### config.mk
export PLATFORM = sky130hd
export DESIGN_NAME = spell_host_bridge
export DESIGN_NICKNAME = d
export VERILOG_FILES = /design/src/rtl/spell_bridge_pkg.sv /design/src/rtl/spell_sync_edge.sv /design/src/rtl/spell_host_bridge.sv
export SDC_FILE = /design/constraint.sdc
export NUM_CORES = 1
export LEC_CHECK = 0
export ABC_AREA = 1
export CAP_MARGIN = 15
export CORE_ASPECT_RATIO = 1.1
export CORE_MARGIN = 2
export CORE_UTILIZATION = 45
export CTS_BUF_LIST = sky130_fd_sc_hd__clkbuf_4 sky130_fd_sc_hd__clkbuf_8
export DETAILED_ROUTE_END_ITERATION = 12
export PLACE_DENSITY = 0.79
export SYNTH_ARGS = -nofsm -noshare
export SYNTH_HDL_FRONTEND = slang
export SYNTH_SLANG_ARGS = --single-unit
### constraint.sdc
create_clock -name clock -period 6.5 [get_ports clock]
set_clock_uncertainty 0.05 [all_clocks]
set_input_delay 0.65 -clock clock [delete_from_list [all_inputs] [get_ports clock]]
set_output_delay 0.65 -clock clock [all_outputs]
set_load 0.03 [all_outputs]
### src/rtl/spell_bridge_pkg.sv
// Shared types and constants for the spell host bridge.
// Covers FSM states, access kinds, CSR offsets and the error read value.
package spell_bridge_pkg;

    typedef enum logic [1:0] {
        StIdle,
        StIssue,
        StResp
    } state_e;

    typedef enum logic [1:0] {
        KindWb,
        KindCsr,
        KindLaWr,
        KindLaRd
    } kind_e;

    localparam logic [1:0]  CsrStatus   = 2'd0;
    localparam logic [1:0]  CsrMask     = 2'd1;
    localparam logic [1:0]  CsrInfo     = 2'd2;
    localparam logic [7:0]  InfoVersion = 8'h01;
    localparam logic [31:0] ErrData     = 32'hFFFF_FFFF;

endpackage

### src/rtl/spell_sync_edge.sv
// Two-flop synchroniser with a rising-edge pulse on the synchronised level.
module spell_sync_edge (
    input  logic clock,
    input  logic reset,
    input  logic d,
    output logic level,
    output logic rise
);

    logic [2:0] sync_q;

    always_ff @(posedge clock or posedge reset) begin
        if (reset) begin
            sync_q <= '0;
        end else begin
            sync_q <= {sync_q[1:0], d};
        end
    end

    assign level = sync_q[1];
    assign rise  = sync_q[1] & ~sync_q[2];

endmodule

### src/rtl/spell_host_bridge.sv
// Arbitrates Wishbone and logic-analyzer access onto one core request/ready port,
// with a bus timeout, sticky interrupt status/mask CSRs and LA read-back.
module spell_host_bridge
    import spell_bridge_pkg::*;
#(
    parameter int unsigned ADDR_W  = 7,
    parameter int unsigned DATA_W  = 8,
    parameter int unsigned IRQ_SRC = 1,
    parameter int unsigned TIMEOUT = 15
) (
    input  logic               clock,
    input  logic               reset,
    input  logic               i_la_wb_disable,
    input  logic               i_la_write,
    input  logic [ADDR_W-1:0]  i_la_addr,
    input  logic [DATA_W-1:0]  i_la_data,
    output logic [DATA_W-1:0]  o_la_rdata,
    input  logic               i_wb_cyc,
    input  logic               i_wb_stb,
    input  logic               i_wb_we,
    input  logic [3:0]         i_wb_sel,
    input  logic [31:0]        i_wb_addr,
    input  logic [31:0]        i_wb_data,
    output logic               o_wb_ack,
    output logic [31:0]        o_wb_data,
    output logic               o_core_req,
    output logic               o_core_we,
    output logic [ADDR_W-1:0]  o_core_addr,
    output logic [DATA_W-1:0]  o_core_wdata,
    input  logic               i_core_ready,
    input  logic [DATA_W-1:0]  i_core_rdata,
    input  logic [IRQ_SRC-1:0] i_irq_src,
    output logic               o_interrupt
);

    localparam int unsigned SW   = IRQ_SRC + 1;
    localparam int unsigned CntW = $clog2(TIMEOUT + 2);

    state_e            state_q, state_d;
    kind_e             kind_q;
    logic              we_q, abort_q;
    logic [ADDR_W-1:0] addr_q;
    logic [DATA_W-1:0] core_wdata_q;
    logic [1:0]        csr_off_q;
    logic [SW-1:0]     csr_wdata_q;
    logic [31:0]       rdata_q;
    logic [CntW-1:0]   cnt_q;
    logic [SW-1:0]     status_q, status_d, mask_q;
    logic [IRQ_SRC-1:0] irq_prev_q, irq_rise;
    logic              int_q;

    logic [ADDR_W-1:0] la_addr_s1, la_addr_s2, la_wr_addr_q, last_rd_addr_q;
    logic [DATA_W-1:0] la_data_s1, la_data_s2, la_wr_data_q, la_rdata_q;
    logic              la_wr_pend_q, la_rd_pend_q;
    logic              la_own, la_wr_rise, unused_own_rise;

    logic        wb_req, wb_is_csr, wb_core_go;
    logic        take_la_wr, take_la_rd, take_wb, core_done, timeout_hit;
    logic [31:0] csr_rdata, info_word;
    logic        unused_wb_bits;

    spell_sync_edge u_sync_la_write (
        .clock (clock),
        .reset (reset),
        .d     (i_la_write),
        .level (),
        .rise  (la_wr_rise)
    );

    spell_sync_edge u_sync_la_own (
        .clock (clock),
        .reset (reset),
        .d     (i_la_wb_disable),
        .level (la_own),
        .rise  (unused_own_rise)
    );

    assign unused_wb_bits = ^{i_wb_addr, i_wb_data, i_wb_sel};

    assign wb_req     = i_wb_cyc & i_wb_stb;
    assign wb_is_csr  = i_wb_addr[ADDR_W+2];
    // Sub-byte writes and LA-owned core accesses complete without touching the core.
    assign wb_core_go = !wb_is_csr && !la_own && !(i_wb_we && !i_wb_sel[0]);
    assign irq_rise   = i_irq_src & ~irq_prev_q;
    assign info_word  = {8'(IRQ_SRC), 8'(DATA_W), 8'(ADDR_W), InfoVersion};

    always_comb begin
        csr_rdata = '0;
        case (i_wb_addr[3:2])
            CsrStatus: csr_rdata = 32'(status_q);
            CsrMask:   csr_rdata = 32'(mask_q);
            CsrInfo:   csr_rdata = info_word;
            default:   csr_rdata = '0;
        endcase
    end

    always_comb begin
        state_d     = state_q;
        take_la_wr  = 1'b0;
        take_la_rd  = 1'b0;
        take_wb     = 1'b0;
        core_done   = 1'b0;
        timeout_hit = 1'b0;
        unique case (state_q)
            StIdle: begin
                if (la_own && la_wr_pend_q) begin
                    take_la_wr = 1'b1;
                    state_d    = StIssue;
                end else if (la_own && (la_rd_pend_q || la_addr_s2 != last_rd_addr_q)) begin
                    take_la_rd = 1'b1;
                    state_d    = StIssue;
                end else if (wb_req) begin
                    take_wb = 1'b1;
                    state_d = wb_core_go ? StIssue : StResp;
                end
            end
            StIssue: begin
                if (i_core_ready) begin
                    core_done = 1'b1;
                    state_d   = StResp;
                end else if (cnt_q == CntW'(TIMEOUT)) begin
                    timeout_hit = 1'b1;
                    state_d     = StResp;
                end
            end
            StResp:  state_d = StIdle;
            default: state_d = StIdle;
        endcase
    end

    // A source edge wins over a same-cycle W1C of its status bit.
    always_comb begin
        status_d = status_q;
        if (state_q == StResp && kind_q == KindCsr && we_q && csr_off_q == CsrStatus) begin
            status_d = status_d & ~csr_wdata_q;
        end
        status_d[IRQ_SRC-1:0] = status_d[IRQ_SRC-1:0] | irq_rise;
        if (timeout_hit) begin
            status_d[IRQ_SRC] = 1'b1;
        end
    end

    always_ff @(posedge clock or posedge reset) begin
        if (reset) begin
            state_q        <= StIdle;
            kind_q         <= KindWb;
            we_q           <= 1'b0;
            abort_q        <= 1'b0;
            addr_q         <= '0;
            core_wdata_q   <= '0;
            csr_off_q      <= '0;
            csr_wdata_q    <= '0;
            rdata_q        <= '0;
            cnt_q          <= '0;
            status_q       <= '0;
            mask_q         <= '0;
            irq_prev_q     <= '0;
            int_q          <= 1'b0;
            la_addr_s1     <= '0;
            la_addr_s2     <= '0;
            la_data_s1     <= '0;
            la_data_s2     <= '0;
            la_wr_addr_q   <= '0;
            la_wr_data_q   <= '0;
            la_wr_pend_q   <= 1'b0;
            la_rd_pend_q   <= 1'b0;
            last_rd_addr_q <= '0;
            la_rdata_q     <= '0;
        end else begin
            state_q    <= state_d;
            status_q   <= status_d;
            irq_prev_q <= i_irq_src;
            int_q      <= |(status_q & mask_q);
            la_addr_s1 <= i_la_addr;
            la_addr_s2 <= la_addr_s1;
            la_data_s1 <= i_la_data;
            la_data_s2 <= la_data_s1;
            cnt_q      <= (state_q == StIssue) ? cnt_q + CntW'(1) : CntW'(1);

            if (state_q == StResp && kind_q == KindCsr && we_q && csr_off_q == CsrMask) begin
                mask_q <= csr_wdata_q;
            end

            if (take_la_wr) begin
                la_wr_pend_q <= 1'b0;
            end else if (la_wr_rise && !la_wr_pend_q) begin
                la_wr_pend_q <= 1'b1;
                la_wr_addr_q <= la_addr_s2;
                la_wr_data_q <= la_data_s2;
            end

            if (take_la_rd) begin
                la_rd_pend_q <= 1'b0;
            end else if (state_q == StResp && kind_q == KindLaWr) begin
                la_rd_pend_q <= 1'b1;
            end

            if (take_la_wr) begin
                kind_q       <= KindLaWr;
                we_q         <= 1'b1;
                addr_q       <= la_wr_addr_q;
                core_wdata_q <= la_wr_data_q;
                abort_q      <= 1'b0;
                rdata_q      <= '0;
            end else if (take_la_rd) begin
                kind_q  <= KindLaRd;
                we_q    <= 1'b0;
                addr_q  <= la_addr_s2;
                abort_q <= 1'b0;
                rdata_q <= '0;
            end else if (take_wb) begin
                kind_q       <= wb_is_csr ? KindCsr : KindWb;
                we_q         <= i_wb_we;
                addr_q       <= i_wb_addr[ADDR_W+1:2];
                core_wdata_q <= i_wb_data[DATA_W-1:0];
                csr_off_q    <= i_wb_addr[3:2];
                csr_wdata_q  <= i_wb_data[SW-1:0];
                abort_q      <= 1'b0;
                rdata_q      <= (wb_is_csr && !i_wb_we) ? csr_rdata : '0;
            end

            if (core_done) begin
                rdata_q <= we_q ? '0 : 32'(i_core_rdata);
            end else if (timeout_hit) begin
                rdata_q <= ErrData;
            end

            // Master gave up the cycle: let the core access finish but suppress the ack.
            if (state_q == StIssue && kind_q == KindWb && !i_wb_cyc) begin
                abort_q <= 1'b1;
            end

            if (state_q == StResp && kind_q == KindLaRd) begin
                la_rdata_q     <= rdata_q[DATA_W-1:0];
                last_rd_addr_q <= addr_q;
            end
        end
    end

    assign o_core_req   = (state_q == StIssue);
    assign o_core_we    = o_core_req & we_q;
    assign o_core_addr  = o_core_req ? addr_q : '0;
    assign o_core_wdata = o_core_req ? core_wdata_q : '0;
    assign o_wb_ack     = (state_q == StResp) && (kind_q == KindWb || kind_q == KindCsr)
                          && !abort_q;
    assign o_wb_data    = o_wb_ack ? rdata_q : '0;
    assign o_la_rdata   = la_rdata_q;
    assign o_interrupt  = int_q;

endmodule

* Word level (Yosys, flattened, before mapping)
Index checks and enable logic that the tools add are counted.
Word-level totals: flip-flop bits (word level) 135, input bits 100, output and inout port bits 59, word-level logic and storage cells 152
Operators by class: $add $sub $neg 1, equal/unequal tests 13, multiplexer cells 56, bitwise logic cells 12, reduce and logical (&&, ||, !) cells 43
Operators with widths (count):
- $mux 32 | 7
- $pmux 25 s3 | 1
- $mux 8 | 5
- $mux 7 | 4
- $mux 1 | 27
- $mux 2 | 10
- $logic_and 1x1->1 | 17
- $eq 2x1->1 const B | 4
- $eq 2x2->1 const B | 4
- $logic_not 1->1 | 8
- $logic_not 2->1 | 4
- $reduce_bool 2->1 | 4
- $ne 7x7->1 | 1
- $reduce_and 2->1 | 3
- $add 5x1->5 const B | 1
- $eq 5x4->1 const B | 1
- $mux 5 | 1
- $reduce_bool 5->1 | 1
- $and 1x1->1 | 4
- $and 2x2->2 | 2
- $ne 4x4->1 const B | 1
- $not 1->1 | 4
- $pmux 2 s2 | 1
- $reduce_bool 4->1 | 1
- other kinds (8) | 9

* Depth between registers and ports, before layout
Gate-level depths: netlist (run 1).
depth after elaboration 11, gate-level depth with buffers 14, mapped depth without buffers 13

* Modules after synthesis
From an unflattened synthesis (run 1), not the netlist that was laid out.
Unflattened totals: cells, all modules 527, area total of the unflattened synthesis 4933.5 µm²
By module, submodules not included:
- spell_host_bridge | instances 1, cells an instance 515, area an instance 4755.8 µm², seq. area each 2702.6 µm²
- spell_sync_edge | instances 2, cells an instance 6, area an instance 88.8 µm², seq. area each 75.1 µm²

* Worst setup path after synthesis (run 1)
No wires, ideal clock.
kind register -> output, start point reg state_q[1], end point out o_wb_data[12], data arrival time 2831 ps, required time 5800 ps, path slack 2969 ps, stages on the path, launching flop included 8, path buffers 1, cell sequence dfrtp_1 > inv_1 > nor2_1 > nand2_1 > nor2_1 > clkinv_1 > nor2_1 > buf_4
On the way: longest elaborated chain between the ends 4
RTL lines:
- start: declaration | line spell_host_bridge.sv:39 | state_e state_q, state_d;
- start signal: assignment | line spell_host_bridge.sv:145 | state_q <= StIdle;
- start signal: assignment | line spell_host_bridge.sv:170 | state_q <= state_d;
- $eq 2x2->1 | line spell_host_bridge.sv:244 | assign o_wb_ack = (state_q == StResp) && (kind_q == KindWb || kind_q == KindCsr)
- $logic_and 1x1->1 | line spell_host_bridge.sv:244
- $logic_and 1x1->1 | line spell_host_bridge.sv:245 | && !abort_q;
- named net o_wb_ack | line spell_host_bridge.sv:24 | output logic o_wb_ack,
- $mux 32 | line spell_host_bridge.sv:246 | assign o_wb_data = o_wb_ack ? rdata_q : '0;
- end: declaration | line spell_host_bridge.sv:25 | output logic [31:0] o_wb_data,
The timed path passes the listed nets, and every way through them passes these cells.

* Worst setup path after layout (run 1)
start point reg state_q[1], end point out o_wb_data[16]
On the way: longest elaborated chain between the ends 4
RTL lines (line):
- $eq 2x2->1 | spell_host_bridge.sv:244
- $logic_and 1x1->1 | spell_host_bridge.sv:244
- $logic_and 1x1->1 | spell_host_bridge.sv:245
- $mux 32 | spell_host_bridge.sv:246
Every way passes these cells.

==> results of run 1 <==
stage by stage:
stage,utilization,power [mW]
global placement,0.5636,1.892
finish,0.6063,2.648
CTS,0.6063,2.662
global route,0.6063,2.825
floorplan,-,1.636
detailed placement,0.5636,1.929
placed cells by master (no fill, tap or decap):
cell,n
nor3_2,2
a22o_1,1
o21ai_0,47
ha_1,2
clkinvlp_4,3
or2_2,13
inv_4,1
clkdlybuf4s50_1,107
a21oi_1,13
nor4_1,2
a31oi_1,1
o211ai_1,10
o21ai_1,4
dfrtp_1,113
inv_2,4
inv_6,3
clkinv_1,2
clkbuf_4,1
inv_1,66
nor2_4,2
nor2_2,5
bufinv_16,4
o2111ai_1,1
clkbuf_8,17
nand3_1,29
buf_4,1
clkinv_4,4
nand4_1,7
nand2_1,120
nand4_4,1
nand3_4,1
nor3_1,1
nor2_1,39
a21oi_4,1
nand2_4,5
a32o_1,1
per-layer routing:
layer | track usage | routed length, um
met5 | 0 | 0
met3 | 0.04941 | 642
met1 | 0.2291 | 4339
met4 | 0.07719 | 99
met2 | 0.3199 | 5428
critical path, stage by stage, from the launching register on:
cell             delay (ns)
dfrtp_1                0.44
inv_1                  0.06
nor2_1                 0.20
nand2_1                0.12
nor2_1                 0.16
clkinv_1               0.28
nor2_1                 0.78
clkdlybuf4s50_1        0.83
where the power goes:
group | internal, mW | leakage [nW] | total, mW | switching [mW]
Combinational | 0.316 | 1.32 | 0.881 | 0.565
Clock | 0.427 | 0.214 | 0.727 | 0.300
Sequential | 0.920 | 1.39 | 1.04 | 0.120
Total | 1.66 | 2.93 | 2.65 | 0.984
synthesized netlist by cell type, drive strengths merged:
library cell / instances
o21ai: 51
a31oi: 1
nor3: 3
inv: 71
or2: 13
dfrtp: 113
a32o: 1
nand2: 125
nor2: 46
nand4: 8
nand3: 30
ha: 2
o2111ai: 1
clkinv: 2
clkbuf: 8
nor4: 2
a21oi: 14
o211ai: 10
buf: 28
a22o: 1
registers in the layout (all words and copies together), names as in the netlist, 5 cells and up:
name,flops
rdata_q,10
la_wr_data_q,8
o_la_rdata,8
la_data_s2,8
la_addr_s1,7
la_addr_s2,7
la_data_s1,8
addr_q,7
last_rd_addr_q,7
cnt_q,5
la_wr_addr_q,7
core_wdata_q,8
cell type report:
class                   instances  area, um^2  share of cell area
clock buffers                  18       241.5             0.03814
clock inverters                14       203.9             0.03221
inverters                      73       276.5             0.04368
multi-input cells             308        1524              0.2407
flip-flops and latches        113        2828              0.4466
well taps                     143       178.9             0.02826
repair buffers                108        1079              0.1704
cell families (layout without fill, tap and decap cells):
group                    after synthesis  in the layout  synth area share
AND/OR/NAND/NOR                      227            227            0.2165
adder cells (fa/ha/maj)                2              2          0.005142
buffers and inverters                109            213            0.1057
AO/OA/AOI/OAI                         79             79           0.09154
flip-flops                           113            113            0.5811
how the worst max path moves through the flow:
stage                                 from                   to  depth (start not counted)
floorplan                            reset  abort_q$_DFFE_PP0P_                          1
global placement    state_q[1]$_DFFE_PP0P_        o_wb_data[28]                          7
detailed placement  state_q[1]$_DFFE_PP0P_        o_wb_data[16]                          7
CTS                 state_q[1]$_DFFE_PP0P_        o_wb_data[16]                          7
global route        state_q[1]$_DFFE_PP0P_        o_wb_data[16]                          7
finish              state_q[1]$_DFFE_PP0P_        o_wb_data[16]                          7
==> summary.txt, run 1 <==
Finish
  – Fraction of layout cells with a size suffix above 1: 0.1073
  – Area added between synthesis and finish: 30.11%
  – Fin cells: 777
  – Nets: 723
  – N_diodes: 0
  – Filler cells: about 900
  – Final instance area: roughly 0.0063 mm^2

Routing
  – Remaining routing DRC violations: 0
  – Wirelength per Cell: between 10 and 15 um
  – DR pass1 iterations: 5
  – Post-Route WL: 10510 um
  – Via Count: 3772
  – DRT antenna net count: 0
  – Initial DRC count: 233
  – Vias per cell: 4.855

Logic synthesis
  – Mean post-synth cell area: 9.181 um^2
  – Synthesized flop and latch total: 113
  – Syn Inst Count: 530
  – Area of the mapped netlist: 0.004866 mm^2
  – Ranking of synthesized cells by area: dfrtp_1 (58%), nand2_1 (9.3%), inv_1 (5.2%)
  – Warnings, synthesis: 0
  – Syn nets: 632
  – Register area share after synthesis: 0.5811
  – Cell taking the most area after synthesis: dfrtp_1
  – Yosys top cell area share: 0.5811
  – Yosys cell types: 31

STA
  – Slew at the pin with the worst max-slew slack: roughly 0.99 ns
  – Fin crit share: 0.6147
  – RSZ-0062 raised after global routing: no
  – Max-slew headroom: 0.3357
  – Pins Over Slew Limit: 0
  – Final hold viol count: 0
  – Setup ws final: 2.505 ns
  – Clock period minus worst slack: approximately 4.0 ns
  – Hold_ws: 0.2948 ns
  – Setup violations, final: 0
  – Final setup TNS: 0 ns
  – Highest clock rate: between 200 and 300 MHz

Clock network
  – CTS tree: done
  – Worst skew pair latency: 0.43 ns
  – Postcts setup bufs: 0
  – Clock-pin slew on the worst setup and hold paths: 0.07 ns
  – Max clock buf depth: 2
  – Post-CTS sizing: 0
  – Num Clock Sinks: about 110
  – Root Buffer: clkbuf_8
  – CTS Buf Count: 17
  – CTS Hold Buffers Added: 0
  – H-tree depth: 4

Pwr
  – Static Leak: roughly 2.9 nW
  – Pwr/cell area: 418.2 mW/mm^2
  – Peak supply drop: ~0.20 mV

Worst setup path
  – Critical path class: reg -> out
  – Reg2reg path depth: 8
  – Worst EP required: roughly 5.8 ns
  – R2R Path Start: u_sync_la_own.sync_q[1]$_DFF_PP0_
  – CP Capture Type: output pin
  – Worst-path fanout max: 19
  – Startpoint types: flop
  – R2R Setup Slk: about 3.8 ns
  – WP data arrival: 3.30 ns
  – Reg-to-reg endpoint: addr_q[1]$_DFFE_PP0P_

Floorplan
  – Die H: 113.1 um
  – Boundary Pins: 159
  – Core area: 0.01044 mm^2
  – Starting Density: 0.4660
  – Row count: 39
  – Die footprint: 0.01166 mm^2
  – Die X: 103.1 um

Place
  – Placement Cell Area: 0.005886 mm^2
  – IO Port Bufs: 107
  – DPL Wire Length: between 7000 and 8000 um
  – Place WS: 2.915 ns
  – RD Place Congestion: about 0.91
  – Cells after DPL: about 750

Min path
  – Worst Hold Endpoint: u_sync_la_write.sync_q[1]$_DFF_PP0_
  – Worst hold path depth: 0
  – HP Start: u_sync_la_write.sync_q[0]$_DFF_PP0_
  – HP Class: reg -> reg

Flow run
  – Max cap viols: 0

Global route
  – Tot GR Track Use: 0.1895
  – Gr ovfl total: 0
  – Largest net degree at the start of global routing: 70
  – Vias in the first global route: 3710
  – First-pass GRT wire length: 17150 um
  – Initial antenna violation count: 0

Status
  – Outcome: finished clean
Note: power is estimated with default switching activity, not from simulation.
==> run 2: changes to the inputs <==
==> constraint.sdc (replaced) <==
create_clock -name clock -period 4 [get_ports clock]
set_clock_uncertainty 0.05 [all_clocks]
set_input_delay 0.4 -clock clock [delete_from_list [all_inputs] [get_ports clock]]
set_output_delay 0.4 -clock clock [all_outputs]
set_load 0.03 [all_outputs]
==> summary.txt, run 2 (synthesis gave the netlist of run 1 again) <==
Clock network
  – Root Buffer: clkbuf_8 (unchanged)
  – H-tree depth: 4 (unchanged)
  – Max clock buf depth: 2 (unchanged)
  – CTS tree: done (unchanged)
  – CTS Buf Count: 17 (unchanged)
  – Worst skew pair latency: 0.42 ns (was 0.43 ns)
  – Clock-pin slew on the worst setup and hold paths: 0.07 ns (about the same)
  – Postcts setup bufs: 0 (unchanged)
  – CTS Hold Buffers Added: 0 (unchanged)
  – Post-CTS sizing: 0 (unchanged)
  – Num Clock Sinks: 113 (unchanged)

Pwr
  – Sw Pwr: 1.581 mW (was 0.9844 mW)
  – Int Pwr: 2.518 mW (was 1.664 mW)
  – Sw Share: 0.3857 (was 0.3718)
  – Pwr/cell area: 651.6 mW/mm^2 (was 418.2 mW/mm^2)
  – Static Leak: 2.918 nW (was 2.933 nW)
  – Part of the power in combinational logic: 0.350 (was 0.333)
  – Flop pwr share: 0.413 (was 0.393)
  – Peak supply drop: 0.3117 mV (was 0.2007 mV)
  – Clock share of power: 0.236 (was 0.274)

STA
  – Setup ws final: 0.7846 ns (was 2.505 ns)
  – Pins Over Slew Limit: 0 (unchanged)
  – Clock period minus worst slack: 3.215 ns
  – Final setup TNS: 0 ns (unchanged)
  – Highest clock rate: about 310 MHz
  – Slew at the pin with the worst max-slew slack: 1.004 ns (was 0.9937 ns)
  – RSZ-0062 raised after global routing: no (unchanged)
  – Max-slew headroom: 0.3286 (was 0.3357)
  – Setup violations, final: 0 (unchanged)
  – Fin crit share: 0.8038
  – Final hold viol count: 0 (unchanged)

Floorplan
  – Boundary Pins: 159 (unchanged)
  – Row count: 39 (unchanged)
  – Die footprint: 0.01166 mm^2 (unchanged)
  – Die X: 103.1 um (unchanged)
  – Starting Density: 0.4660 (unchanged)
  – Die H: 113.1 um (unchanged)
  – Core area: 0.01044 mm^2 (unchanged)

Worst setup path
  – CP Capture Type: output pin (unchanged)
  – Worst path cell trace: inv_1 > nor2_1 > nand2_1 > nor2_1 > clkinv_1 > nor2_1 > buf_4 > clkdlybuf4s50_1 (was inv_1 > nor2_1 > nand2_1 > nor2_1 > clkinv_1 > nor2_1 > clkdlybuf4s50_1)
  – Slowest cell on crit path: clkdlybuf4s50_1 (unchanged)
  – Worst-path fanout max: 19 (unchanged)
  – Startpoint types: flop (unchanged)
  – Crit path largest cell delay: 0.70 ns (was 0.83 ns)
  – WP data arrival: 2.77 ns (was 3.30 ns)
  – Critical path class: reg -> out (unchanged)
  – Worst EP required: 3.55 ns (was 5.80 ns)
  – CP dominant cell by count: nor2_1 (unchanged)

Place
  – IO Port Bufs: 107 (unchanged)
  – Place WS: 1.238 ns (was 2.915 ns)
  – DPL Wire Length: 7473 um (was 7372 um)
  – Cells after DPL: 747 (was 745)
  – RD Place Congestion: 0.9158 (was 0.9077)

Finish
  – Fraction of layout cells with a size suffix above 1: 0.1115 (was 0.1073)
  – Commonest cells after routing, fill and taps aside: nand2_1 (120), dfrtp_1 (113), clkdlybuf4s50_1 (107) (unchanged)
  – Fin cells: 780 (was 777)
  – N_diodes: 0 (unchanged)
  – Most flop-heavy register: rdata_q (unchanged)
  – Max FFs per register: 10 (unchanged)
  – Area added between synthesis and finish: 29.29% (was 30.11%)
  – Nets: 726 (was 723)
  – Most common cell after layout, fill and taps aside: nand2_1 (unchanged)

Global route
  – Initial antenna violation count: 0 (unchanged)
  – Vias in the first global route: 3741 (was 3710)
  – First-pass GRT wire length: 17220 um (was 17150 um)
  – Tot GR Track Use: 0.1903 (was 0.1895)
  – Grt peak-use layer: met2 (unchanged)
  – GRT met1 Usage: 0.2354 (was 0.2291)
  – Largest net degree at the start of global routing: 96 (was 70)
  – Gr ovfl total: 0 (unchanged)
  – Routing usage on met2: 0.3160 (was 0.3199)
  – Met3 Resource Use GR: 0.04756 (was 0.04941)

Status
  – Outcome: finished clean (unchanged)

Routing
  – Via Count: 3801 (was 3772)
  – Wirelength per Cell: 13.36 um (was 13.53 um)
  – DRT antenna net count: 0 (unchanged)
  – Vias per cell: 4.873 (was 4.855)
  – Initial DRC count: 153 (was 233)
  – Remaining routing DRC violations: 0 (unchanged)
  – Post-Route WL: 10420 um (was 10510 um)
  – DR pass1 iterations: 4 (was 5)

Flow run
  – Max cap viols: 0 (unchanged)

Min path
  – HP Class: in -> async (was reg -> reg)
-- run 2: cell count changes in the layout (fill, tap and decap cells not counted) --
cell	before	now
clkinv_2	0	4
bufinv_16	4	1
clkinv_4	4	1
buf_4	1	3
clkinvlp_4	3	5
buf_16	0	1
clkbuf_4	1	2
inv_6	3	2
-- run 2: layout make-up --
class	instances	area (um^2)
clock buffer	19	249.0
clock inverter	13	113.9
fill	917	4151
inverter	73	276.5
multi-input combinational	308	1524
sequential	113	2828
tap	143	178.9
timing repair buffer	111	1121
-- run 2: final timing paths --
path                                         start                          end  slack, ns  cells after the start
max in group asynchronous                    reset        kind_q[1]$_DFFE_PP0P_       2.68                      4
hold / removal                               reset  la_wr_data_q[3]$_DFFE_PP0P_       0.26                      2
setup / recovery            state_q[1]$_DFFE_PP0P_                o_wb_data[16]       0.78                      8
min in group clock         la_data_s1[3]$_DFF_PP0_      la_data_s2[3]$_DFF_PP0_       0.29                      0
hold reg to reg            la_data_s1[3]$_DFF_PP0_      la_data_s2[3]$_DFF_PP0_       0.29                      0
setup reg to reg                cnt_q[0]$_DFF_PP0_       rdata_q[1]$_DFFE_PP0P_       1.84                     11
-- run 2: worst max-delay path: cells and delay by family (launching register included) --
| family | cells | cell delay, ns |
|---|---|---|
| flops | 1 | 0.44 |
| simple gates | 4 | 0.66 |
| buf+inv | 4 | 1.26 |
-- run 2: metal layers --
layer  routed length [um]  part of all wire  vias up
met4                  176             0.017        0
met1                 4213              0.40     1803
met5                    0                 0        -
met2                 5449              0.52      132
met3                  579             0.056       16
li1                     -                 -     1850
-- run 2: power groups by stage --
stage	combinational, mW	clock, mW	sequential (mW)
2_1_floorplan	0.936	0	1.72
3_3_place_gp	1.39	0	1.69
3_5_place_dp	1.43	0	1.71
4_1_cts	1.44	0.996	1.69
5_1_grt	1.61	1.05	1.73
6_report	1.44	0.969	1.69
-- run 2: per-stage QoR --
stage          hold WS (ns)  total power [mW]  utilization  cell area [um^2]
2_1_floorplan        0.2812             2.659            -              4866
3_3_place_gp         0.2820             3.077       0.5651              5901
3_5_place_dp         0.2847             3.146       0.5651              5901
4_1_cts              0.2898             4.129       0.5998              6264
5_1_grt              0.2768             4.396       0.6024              6291
6_report             0.2625             4.099       0.6024              6291
==> run 3: changes to the inputs <==
--- a/config.mk
+++ b/config.mk
@@ -9,7 +9,7 @@
 export CAP_MARGIN = 15
 export CORE_ASPECT_RATIO = 1.1
 export CORE_MARGIN = 2
-export CORE_UTILIZATION = 45
+export CORE_UTILIZATION = 43
 export CTS_BUF_LIST = sky130_fd_sc_hd__clkbuf_4 sky130_fd_sc_hd__clkbuf_8
 export DETAILED_ROUTE_END_ITERATION = 12
 export PLACE_DENSITY = 0.79
==> constraint.sdc (replaced) <==
create_clock -name clock -period 2.6 [get_ports clock]
set_clock_uncertainty 0.05 [all_clocks]
set_input_delay 0.26 -clock clock [delete_from_list [all_inputs] [get_ports clock]]
set_output_delay 0.26 -clock clock [all_outputs]
set_load 0.03 [all_outputs]
==> summary.txt, run 3 (synthesis gave the netlist of run 1 again) <==
Worst setup path
  – Worst path cell trace: inv_1 > nor2_4 > inv_2 > nor2_1 > clkdlybuf4s50_1 (was inv_1 > nor2_1 > nand2_1 > nor2_1 > clkinv_1 > nor2_1 > buf_4 > clkdlybuf4s50_1)
  – Startpoint types: flop (unchanged)
  – Critical path class: reg -> out (unchanged)
  – CP Capture Type: output pin (unchanged)
  – Worst EP required: 2.29 ns (was 3.55 ns)
  – Crit path largest cell delay: 0.70 ns (about the same)
  – Worst-path fanout max: 20 (was 19)
  – Slowest cell on crit path: clkdlybuf4s50_1 (unchanged)
  – WP data arrival: 2.21 ns (was 2.77 ns)
  – R2R Setup Slk: 0.52 ns (was 1.84 ns)

Finish
  – Filler cells: 954 (was 917)
  – Fraction of layout cells with a size suffix above 1: 0.1558 (was 0.1115)
  – Most common cell after layout, fill and taps aside: nand2_1 (unchanged)
  – Commonest cells after routing, fill and taps aside: nand2_1 (120), dfrtp_1 (113), clkdlybuf4s50_1 (75) (was nand2_1 (120), dfrtp_1 (113), clkdlybuf4s50_1 (107))
  – Nets: 731 (was 726)
  – Max FFs per register: 10 (unchanged)
  – Area added between synthesis and finish: 29.06% (was 29.29%)
  – Most flop-heavy register: rdata_q (unchanged)
  – Final instance area: 0.006280 mm^2 (was 0.006291 mm^2)
  – N_diodes: 0 (unchanged)

Routing
  – Post-Route WL: 10510 um (was 10420 um)
  – Remaining routing DRC violations: 0 (unchanged)
  – Vias per cell: 4.831 (was 4.873)
  – DRT antenna net count: 0 (unchanged)
  – DR pass1 iterations: 4 (unchanged)
  – Wirelength per Cell: 13.33 um (was 13.36 um)
  – Initial DRC count: 269 (was 153)
  – Via Count: 3812 (was 3801)

Pwr
  – Static Leak: 3.026 nW (was 2.918 nW)
  – Part of the power in combinational logic: 0.353 (was 0.350)
  – Clock share of power: 0.234 (was 0.236)
  – Flop pwr share: 0.413 (about the same)
  – Int Pwr: 3.790 mW (was 2.518 mW)
  – Sw Pwr: 2.506 mW (was 1.581 mW)
  – Sw Share: 0.3980 (was 0.3857)
  – Pwr/cell area: 1003 mW/mm^2 (was 651.6 mW/mm^2)
  – Peak supply drop: 0.4252 mV (was 0.3117 mV)

Clock network
  – Num Clock Sinks: 113 (unchanged)
  – CTS Buf Count: 17 (unchanged)
  – Max clock buf depth: 2 (unchanged)
  – Worst skew pair latency: 0.43 ns (was 0.42 ns)
  – CTS tree: done (unchanged)
  – H-tree depth: 4 (unchanged)
  – Root Buffer: clkbuf_8 (unchanged)
  – Clock-pin slew on the worst setup and hold paths: 0.08 ns (was 0.07 ns)

Global route
  – Tot GR Track Use: 0.1824 (was 0.1903)
  – Vias in the first global route: 3663 (was 3741)
  – Gr ovfl total: 0 (unchanged)
  – Largest net degree at the start of global routing: 61 (was 96)
  – Initial antenna violation count: 0 (unchanged)
  – First-pass GRT wire length: 17480 um (was 17220 um)

STA
  – Clock period minus worst slack: 2.517 ns
  – Final hold viol count: 0 (unchanged)
  – Final setup TNS: 0 ns (unchanged)
  – RSZ-0062 raised after global routing: no (unchanged)
  – Pins Over Slew Limit: 0 (unchanged)
  – Setup violations, final: 0 (unchanged)
  – Highest clock rate: 397.2 MHz
  – Fin crit share: 0.9682
  – Max-slew headroom: 0.6211 (was 0.3286)
  – Slew at the pin with the worst max-slew slack: 0.5653 ns (was 1.004 ns)

Flow run
  – Max cap viols: 0 (unchanged)

Floorplan
  – Starting Density: 0.4439 (was 0.4660)
  – Row count: 40 (was 39)
  – Die H: 115.6 um (was 113.1 um)
  – Boundary Pins: 159 (unchanged)
  – Core area: 0.01096 mm^2 (was 0.01044 mm^2)
  – Die X: 105.4 um (was 103.1 um)
  – Die footprint: 0.01218 mm^2 (was 0.01166 mm^2)

Place
  – IO Port Bufs: 107 (unchanged)
  – Placement Cell Area: 0.005919 mm^2 (was 0.005901 mm^2)
  – DPL Wire Length: 7481 um (was 7473 um)
  – RD Place Congestion: 0.8388 (was 0.9158)

Status
  – Outcome: finished clean (unchanged)

Min path
  – HP Class: in -> async (unchanged)
[run 3: stage by stage]
stage | setup WS (ns) | std cells | hold WS (ns) | util | power (mW)
2_1_floorplan | 0.04837 | 530 | 0.2414 | - | 4.095
3_3_place_gp | 0.3464 | 756 | 0.2815 | 0.5401 | 4.766
3_5_place_dp | 0.3031 | 756 | 0.2855 | 0.5401 | 4.855
4_1_cts | 0.09054 | 788 | 0.1540 | 0.5713 | 6.344
5_1_grt | 0.002429 | 789 | 0.1912 | 0.5729 | 6.733
6_report | 0.08260 | 789 | 0.1550 | 0.5729 | 6.297
[run 3: cell type report]
type	count	area (um^2)	area share
sequential	113	2828	0.4503
multi-input combinational	308	1536	0.2447
timing repair buffer	116	1095	0.1743
inverter	73	277.8	0.04423
clock buffer	17	234.0	0.03726
tap	147	183.9	0.02929
clock inverter	15	125.1	0.01992
[run 3: routing by layer]
layer / global-route usage / vias to the layer above / part of all wire
met5: 0 / - / 0
met3: 0.04331 / 16 / 0.057
met1: 0.2246 / 1830 / 0.42
li1: - / 1853 / -
met2: 0.3131 / 113 / 0.50
met4: 0.07111 / 0 / 0.017
[run 3: path summary, 6_finish.rpt]
path | start | endpoint | cells past startpoint
setup / recovery | state_q[0]$_DFFE_PP0P_ | o_core_wdata[7] | 5
hold / removal | reset | u_sync_la_write.sync_q[0]$_DFF_PP0_ | 2
setup reg to reg | cnt_q[0]$_DFF_PP0_ | rdata_q[1]$_DFFE_PP0P_ | 11
min in group clock | i_la_data[2] | la_data_s1[2]$_DFF_PP0_ | 1
max in group asynchronous | reset | last_rd_addr_q[5]$_DFFE_PP0P_ | 3
hold reg to reg | la_addr_s1[2]$_DFF_PP0_ | la_addr_s2[2]$_DFF_PP0_ | 0
[run 3: power groups by stage]
stage               clock network (mW)  registers, mW  logic, mW
finish                            1.47           2.60       2.23
global route                      1.59           2.66       2.48
CTS                               1.51           2.60       2.24
detailed placement                   0           2.62       2.23
global placement                     0           2.59       2.17
floorplan                            0           2.65       1.44
[run 3: what timing repair did]
action | CTS | global route
hold buffers | 0 | 0
pin swaps | 0 | 1
setup endpoints to repair | 13 | 32
hold endpoints to repair | 0 | 0
setup buffers | 0 | 1
gates resized for setup | 13 | 7
[run 3: critical path: cells and delay by family, from the launching register on]
| kind | cells | cell delay (ns) |
|---|---|---|
| flip-flops | 1 | 0.40 |
| buffers and inverters | 3 | 0.99 |
| AND/OR/NAND/NOR | 2 | 0.38 |
